[src/rtl/memory_access_pkg.sv]
// Shared encodings for the memory stage: funct3 access codes, result-select
// value for loads, FSM states and access-size decode.
package memory_access_pkg;

    localparam logic [2:0] F3_B  = 3'b000;
    localparam logic [2:0] F3_H  = 3'b001;
    localparam logic [2:0] F3_W  = 3'b010;
    localparam logic [2:0] F3_BU = 3'b100;
    localparam logic [2:0] F3_HU = 3'b101;

    localparam logic [1:0] RESULTSRC_MEM = 2'b01;

    typedef enum logic {
        IDLE   = 1'b0,
        ACCESS = 1'b1
    } state_e;

    typedef enum logic [1:0] {
        SZ_B = 2'd0,
        SZ_H = 2'd1,
        SZ_W = 2'd2
    } size_e;

    // Any funct3 that is not a byte or half access is treated as a full word.
    function automatic size_e access_size(input logic [2:0] f3);
        size_e sz;
        case (f3)
            F3_B, F3_BU: sz = SZ_B;
            F3_H, F3_HU: sz = SZ_H;
            default:     sz = SZ_W;
        endcase
        return sz;
    endfunction

endpackage

[src/rtl/mem_lane_align.sv]
// Combinational byte-lane steering: store data replication / byte enables and
// load byte/half extraction with sign or zero extension.
module mem_lane_align
    import memory_access_pkg::*;
#(
    parameter int DATA_WIDTH = 32
) (
    input  logic [2:0]            st_funct3_i,
    input  logic [1:0]            st_addr_lo_i,
    input  logic [DATA_WIDTH-1:0] st_data_i,
    output logic [DATA_WIDTH-1:0] st_wdata_o,
    output logic [3:0]            st_be_o,
    input  logic [2:0]            ld_funct3_i,
    input  logic [1:0]            ld_addr_lo_i,
    input  logic [DATA_WIDTH-1:0] ld_rdata_i,
    output logic [DATA_WIDTH-1:0] ld_data_o
);

    logic [7:0]  ld_byte;
    logic [15:0] ld_half;
    logic        ld_sext;

    always_comb begin
        st_wdata_o = st_data_i;
        st_be_o    = 4'b1111;
        case (access_size(st_funct3_i))
            SZ_B: begin
                st_be_o    = 4'b0001 << st_addr_lo_i;
                st_wdata_o = {4{st_data_i[7:0]}};
            end
            SZ_H: begin
                st_be_o    = st_addr_lo_i[1] ? 4'b1100 : 4'b0011;
                st_wdata_o = {2{st_data_i[15:0]}};
            end
            default: ;
        endcase
    end

    // Half select ignores addr[0], which forces misaligned halves aligned.
    always_comb begin
        ld_byte   = 8'(ld_rdata_i >> {ld_addr_lo_i, 3'b000});
        ld_half   = ld_addr_lo_i[1] ? ld_rdata_i[31:16] : ld_rdata_i[15:0];
        ld_sext   = (ld_funct3_i != F3_BU) && (ld_funct3_i != F3_HU);
        ld_data_o = ld_rdata_i;
        case (access_size(ld_funct3_i))
            SZ_B:    ld_data_o = {{24{ld_sext & ld_byte[7]}}, ld_byte};
            SZ_H:    ld_data_o = {{16{ld_sext & ld_half[15]}}, ld_half};
            default: ;
        endcase
    end

endmodule

[src/rtl/memory_access.sv]
// Memory pipeline stage: issues data-memory req/ack accesses, stalls while one
// is outstanding and registers the E bundle. MEM_MISALIGN_TRAP_EN adds MisalignE.
//
// state  | meaning
// IDLE   | no access outstanding; non-memory ops pass through in one cycle
// ACCESS | bus request held until DMemAck; E loads on the ack edge
module memory_access
    import memory_access_pkg::*;
#(
    parameter int DATA_WIDTH = 32
) (
    input  logic                  clk,
    input  logic                  rst_n,
    input  logic                  RegWriteD,
    input  logic [1:0]            ResultSrcD,
    input  logic                  MemWriteD,
    input  logic [DATA_WIDTH-1:0] PCPlus4D,
    input  logic [4:0]            RdD,
    input  logic [DATA_WIDTH-1:0] MemWriteDataD,
    input  logic [DATA_WIDTH-1:0] ALUResultD,
    input  logic [2:0]            Funct3D,
    output logic [DATA_WIDTH-1:0] ForwardALUResultDH,
    output logic                  StallM,
    output logic                  DMemReq,
    output logic                  DMemWe,
    output logic [DATA_WIDTH-1:0] DMemAddr,
    output logic [DATA_WIDTH-1:0] DMemWData,
    output logic [3:0]            DMemBe,
    input  logic [DATA_WIDTH-1:0] DMemRData,
    input  logic                  DMemAck,
    output logic                  RegWriteE,
    output logic [1:0]            ResultSrcE,
    output logic [4:0]            RdE,
    output logic [DATA_WIDTH-1:0] PCPlus4E,
    output logic [DATA_WIDTH-1:0] ALUResultE,
    output logic [DATA_WIDTH-1:0] ReadDataE
`ifdef MEM_MISALIGN_TRAP_EN
    ,
    output logic                  MisalignE
`endif
);

    state_e state_q, state_d;

    logic memop, misalign, start;
    logic stall, bus_load, e_load, e_bubble, ack_done;

    logic                  req_q, we_q;
    logic [DATA_WIDTH-1:0] addr_q, wdata_q;
    logic [3:0]            be_q;
    logic [2:0]            f3_q;
    logic [1:0]            alo_q;

    logic                  regwrite_q;
    logic [1:0]            resultsrc_q;
    logic [4:0]            rd_q;
    logic [DATA_WIDTH-1:0] pcplus4_q, aluresult_q, readdata_q;

    logic [DATA_WIDTH-1:0] st_wdata, ld_data;
    logic [3:0]            st_be;

    assign memop = MemWriteD | (ResultSrcD == RESULTSRC_MEM);

`ifdef MEM_MISALIGN_TRAP_EN
    size_e d_size;
    logic  misalign_q;

    assign d_size   = access_size(Funct3D);
    assign misalign = memop & (((d_size == SZ_H) & ALUResultD[0]) |
                               ((d_size == SZ_W) & (|ALUResultD[1:0])));
    assign MisalignE = misalign_q;

    always_ff @(posedge clk or negedge rst_n) begin
        if (!rst_n) misalign_q <= 1'b0;
        else        misalign_q <= e_load & misalign;
    end
`else
    assign misalign = 1'b0;
`endif

    assign start = memop & ~misalign;

    mem_lane_align #(.DATA_WIDTH(DATA_WIDTH)) u_lane (
        .st_funct3_i  (Funct3D),
        .st_addr_lo_i (ALUResultD[1:0]),
        .st_data_i    (MemWriteDataD),
        .st_wdata_o   (st_wdata),
        .st_be_o      (st_be),
        .ld_funct3_i  (f3_q),
        .ld_addr_lo_i (alo_q),
        .ld_rdata_i   (DMemRData),
        .ld_data_o    (ld_data)
    );

    always_ff @(posedge clk or negedge rst_n) begin
        if (!rst_n) state_q <= IDLE;
        else        state_q <= state_d;
    end

    always_comb begin
        state_d = state_q;
        case (state_q)
            IDLE:    if (start)   state_d = ACCESS;
            ACCESS:  if (DMemAck) state_d = IDLE;
            default: state_d = IDLE;
        endcase
    end

    always_comb begin
        stall    = 1'b0;
        bus_load = 1'b0;
        e_load   = 1'b0;
        e_bubble = 1'b0;
        ack_done = 1'b0;
        case (state_q)
            IDLE: begin
                if (start) begin
                    stall    = 1'b1;
                    bus_load = 1'b1;
                    e_bubble = 1'b1;
                end else begin
                    e_load = 1'b1;
                end
            end
            ACCESS: begin
                if (DMemAck) begin
                    e_load   = 1'b1;
                    ack_done = 1'b1;
                end else begin
                    stall    = 1'b1;
                    e_bubble = 1'b1;
                end
            end
            default: ;
        endcase
    end

    // Gate with reset so the hazard unit sees the stall drop with no edge.
    assign StallM             = stall & rst_n;
    assign ForwardALUResultDH = ALUResultD;

    always_ff @(posedge clk or negedge rst_n) begin
        if (!rst_n) begin
            req_q   <= 1'b0;
            we_q    <= 1'b0;
            addr_q  <= '0;
            wdata_q <= '0;
            be_q    <= '0;
            f3_q    <= '0;
            alo_q   <= '0;
        end else if (bus_load) begin
            req_q   <= 1'b1;
            we_q    <= MemWriteD;
            addr_q  <= {ALUResultD[DATA_WIDTH-1:2], 2'b00};
            wdata_q <= st_wdata;
            be_q    <= st_be;
            f3_q    <= Funct3D;
            alo_q   <= ALUResultD[1:0];
        end else if (ack_done) begin
            req_q <= 1'b0;
        end
    end

    always_ff @(posedge clk or negedge rst_n) begin
        if (!rst_n) begin
            regwrite_q  <= 1'b0;
            resultsrc_q <= '0;
            rd_q        <= '0;
            pcplus4_q   <= '0;
            aluresult_q <= '0;
            readdata_q  <= '0;
        end else if (e_load) begin
            regwrite_q  <= RegWriteD & ~misalign;
            resultsrc_q <= ResultSrcD;
            rd_q        <= RdD;
            pcplus4_q   <= PCPlus4D;
            aluresult_q <= ALUResultD;
            readdata_q  <= (ack_done & ~we_q) ? ld_data : '0;
        end else if (e_bubble) begin
            regwrite_q <= 1'b0;
        end
    end

    assign DMemReq    = req_q;
    assign DMemWe     = we_q;
    assign DMemAddr   = addr_q;
    assign DMemWData  = wdata_q;
    assign DMemBe     = be_q;
    assign RegWriteE  = regwrite_q;
    assign ResultSrcE = resultsrc_q;
    assign RdE        = rd_q;
    assign PCPlus4E   = pcplus4_q;
    assign ALUResultE = aluresult_q;
    assign ReadDataE  = readdata_q;

endmodule

[config.mk]
export PLATFORM = sky130hd
export DESIGN_NAME = memory_access
export DESIGN_NICKNAME = d
export VERILOG_FILES = /design/src/rtl/memory_access_pkg.sv /design/src/rtl/mem_lane_align.sv /design/src/rtl/memory_access.sv
export SDC_FILE = /design/constraint.sdc
export NUM_CORES = 1
export LEC_CHECK = 0
export ABC_AREA = 1
export BUFFER_PORTS_ARGS = -buffer_cell sky130_fd_sc_hd__buf_2
export CAP_MARGIN = 5
export CORE_MARGIN = 3
export CORE_UTILIZATION = 25
export CTS_CLUSTER_SIZE = 12
export DETAILED_ROUTE_END_ITERATION = 7
export PLACE_DENSITY = 0.48
export SETUP_SLACK_MARGIN = 0.3
export SLEW_MARGIN = 20
export SYNTH_ARGS = -nofsm -noshare
export SYNTH_HDL_FRONTEND = slang
export SYNTH_SLANG_ARGS = --single-unit
[constraint.sdc]
create_clock -name clk -period 1.5 [get_ports clk]
set_input_delay 0.3 -clock clk [delete_from_list [all_inputs] [get_ports clk]]
set_output_delay 0.3 -clock clk [all_outputs]
set_load 0.05 [all_outputs]
==> impl_metrics.env <==
export IMPL_netlist_area_sq_um=7900
export IMPL_postRouteAntennaNets=0
export IMPL_crit_start="state_q"
export IMPL_drive_gt1_frac=0.479
export IMPL_setup_violations=79
export IMPL_syn_area_per_cell_sq_um=8.22
export IMPL_slew_viol_final=0
export IMPL_rsz0062_at_grt="true"
export IMPL_period_needed_ns=1.60
export IMPL_die_h_um=184
export IMPL_cts_tree="done"
export IMPL_area_growth_synth_to_final_pct=75.6
export IMPL_finClkSkew_ns=0.0166
export IMPL_clockBufferDepth=2
export IMPL_maxCapViolations=0
export IMPL_dp_hpwl_um=19100
export IMPL_setup_worst_path_class="reg2reg"
export IMPL_clock_root_buffer="clkbuf_16"
export IMPL_timing_fmax_ghz=0.625
export IMPL_hp_class="in2reg"
export IMPL_gp_congestion=0.784
export IMPL_num_nets_final=1528
export IMPL_place_inst=1652
export IMPL_numCtsBuffers=17
export IMPL_post_drt_wl_per_cell_um=17.5
export IMPL_layout_setup_ws_ns=-0.101
export IMPL_cts_sinks=178
export IMPL_ios=350
export IMPL_place_ws_ns=-0.0519
export IMPL_clk_pin_slew_worst_paths_ns=0.07
export IMPL_wl_um=31400
export IMPL_slew_headroom=0.622
export IMPL_routed_via_count=7929
export IMPL_power_w=0.0239
export IMPL_worstSetupEndpoint="RdE[1]"
export IMPL_grt_max_degree=100
export IMPL_startpoint_type="flip-flop"
export IMPL_status="finished, violations left"
export IMPL_h_tree_depth=4
export IMPL_worst_endpoint_required_ns=1.87
export IMPL_first_global_vias=8063
export IMPL_power_density_nw_per_um2=1720
export IMPL_violations="setup timing"
export IMPL_drt_iter0_markers=323
export IMPL_tightest_slew_ns=0.566
export IMPL_clk_insertion_delay_late_ns=0.44
export IMPL_initial_utilization=0.256
export IMPL_p_leak_nw=7.34
export IMPL_row_count=64
export IMPL_io_buffers=347
export IMPL_setup_tns_ns=-3.65
export IMPL_ys_seq_elements=178
export IMPL_synth_cell_type_count=26
export IMPL_vdd_drop_max_uv=740
export IMPL_grt_first_pass_wirelength_um=46700
export IMPL_final_period_utilization=1.07
export IMPL_finalNonFillerCells=1794
export IMPL_antenna_found_initial=0
export IMPL_r2r_start="state_q"
export IMPL_holdWs_ns=0.0612
export IMPL_critPathCaptureType="flip-flop"
export IMPL_ys_seq_area_frac=0.564
export IMPL_cp_max_fo=7
export IMPL_reg2reg_depth=10
export IMPL_die_w_um=184
export IMPL_drc=0
export IMPL_grtUsageTotal=0.179
export IMPL_rrSetupSlack_ns=-0.10
export IMPL_fp_coreArea_sq_um=30900
export IMPL_viasPerCell=4.42
export IMPL_die_area_sq_um=33800
export IMPL_globalRouteOverflowTotal=0
export IMPL_ys_warn_count=0
export IMPL_diodes=0
export IMPL_r2r_end="RdE[1]"
export IMPL_syn_inst=961
export IMPL_dr_pass1_iters=5
export IMPL_cp_arrival_ns=1.97
export IMPL_hold_violations=0
-- layer usage --
metal / wire, um / part of all wire / global-route usage
met1: 13300 / 0.43 / 0.226
met4: 349 / 0.011 / 0.0432
met5: 0 / 0 / 0
met2: 15500 / 0.49 / 0.304
met3: 2210 / 0.070 / 0.0507
-- critical path, cell delays in order, from the launching register on --
cell       delay [ns]
dfrtp_1          0.43
nand2_2          0.12
o21ai_4          0.08
buf_6            0.12
buf_6            0.10
buf_12           0.14
inv_16           0.08
buf_12           0.16
clkbuf_16        0.19
nand2_2          0.05
nand2_1          0.07
-- registers in the layout (all words and copies together), names as in the netlist --
| signal | count |
|---|---|
| ALUResultE | 32 |
| DMemAddr | 30 |
| DMemBe | 4 |
| DMemReq | 1 |
| DMemWData | 32 |
| DMemWe | 1 |
| PCPlus4E | 32 |
| RdE | 5 |
| ReadDataE | 32 |
| RegWriteE | 1 |
| ResultSrcE | 2 |
| alo_q | 2 |
| f3_q | 3 |
| state_q | 1 |
-- Yosys cell counts, drive strengths merged --
cell / n / area share
a21oi: 33 / 0.026
nand3b: 1 / 0.00095
buf: 63 / 0.054
o21bai: 1 / 0.00095
nand2: 395 / 0.19
nand3: 35 / 0.022
o21ai: 118 / 0.075
or2: 1 / 0.00079
clkinv: 1 / 0.00047
clkbuf: 22 / 0.010
inv: 57 / 0.027
dfrtp: 178 / 0.56
o21a: 1 / 0.00095
conb: 1 / 0.00047
a31oi: 2 / 0.0016
nor2: 52 / 0.026
-- power by group --
group	internal, W	switching (W)
clock	0.00274	0.00214
sequential	0.00595	0.000961
combinational	0.00473	0.00741
-- area by class of cell --
type / instances / area, sq um
Timing Repair Buffer: 488 / 4770
Multi-Input combinational cell: 641 / 3280
Sequential cell: 178 / 4460
Timing Repair inverter: 1 / 16.3
Inverter: 58 / 241
Fill cell: 3008 / 17000
Tap cell: 396 / 495
Clock buffer: 19 / 453
Clock inverter: 13 / 171
-- placed cells by master (no fill, tap or decap), drive strengths merged, types with 2 or more instances in the layout --
cell type / instances
bufbuf: 4
clkbuf: 24
inv: 62
nand3: 35
clkinv: 3
clkinvlp: 4
o21ai: 118
nand2: 395
buf: 477
bufinv: 3
a21oi: 33
dfrtp: 178
conb: 2
a31oi: 2
dlygate4sd3: 2
nor2: 52
-- per-stage QoR --
step / util / cell area (sq um)
floorplan: - / 7980
global placement: 0.325 / 10100
detailed placement: 0.325 / 10100
CTS: 0.422 / 13000
global route: 0.449 / 13900
finish: 0.449 / 13900
-- cells by family (layout without fill, tap and decap cells) --
| group | after synthesis | after routing | synth area share |
|---|---|---|---|
| compound gates | 155 | 155 | 0.104 |
| buf+inv | 143 | 579 | 0.0928 |
| flops | 178 | 178 | 0.564 |
| other cells | 1 | 2 | 0.000475 |
| simple gates | 484 | 484 | 0.239 |
-- worst min-delay path by stage --
stage / from / to / slack [ns] / depth (start not counted)
3_3_place_gp: rst_n / ReadDataE[20] / 0.14 / 1
6_report: PCPlus4D[29] / PCPlus4E[29] / 0.06 / 3
2_1_floorplan: rst_n / ALUResultE[0] / 0.004 / 0
5_1_grt: PCPlus4D[20] / PCPlus4E[20] / 0.05 / 3
3_5_place_dp: rst_n / ReadDataE[22] / 0.14 / 1
4_1_cts: PCPlus4D[1] / PCPlus4E[1] / 0.04 / 3
-- what timing repair did --
action                                  4_1_cts  5_1_grt
hold endpoints to repair                     32        0
pin swaps                                    15       32
hold buffers                                  2        0
gates resized for setup                     416      159
endpoints found under the setup margin      285      351
setup buffers                                45       35
gates cloned                                 24        4
No activity file was read; power rests on OpenSTA's default activity.
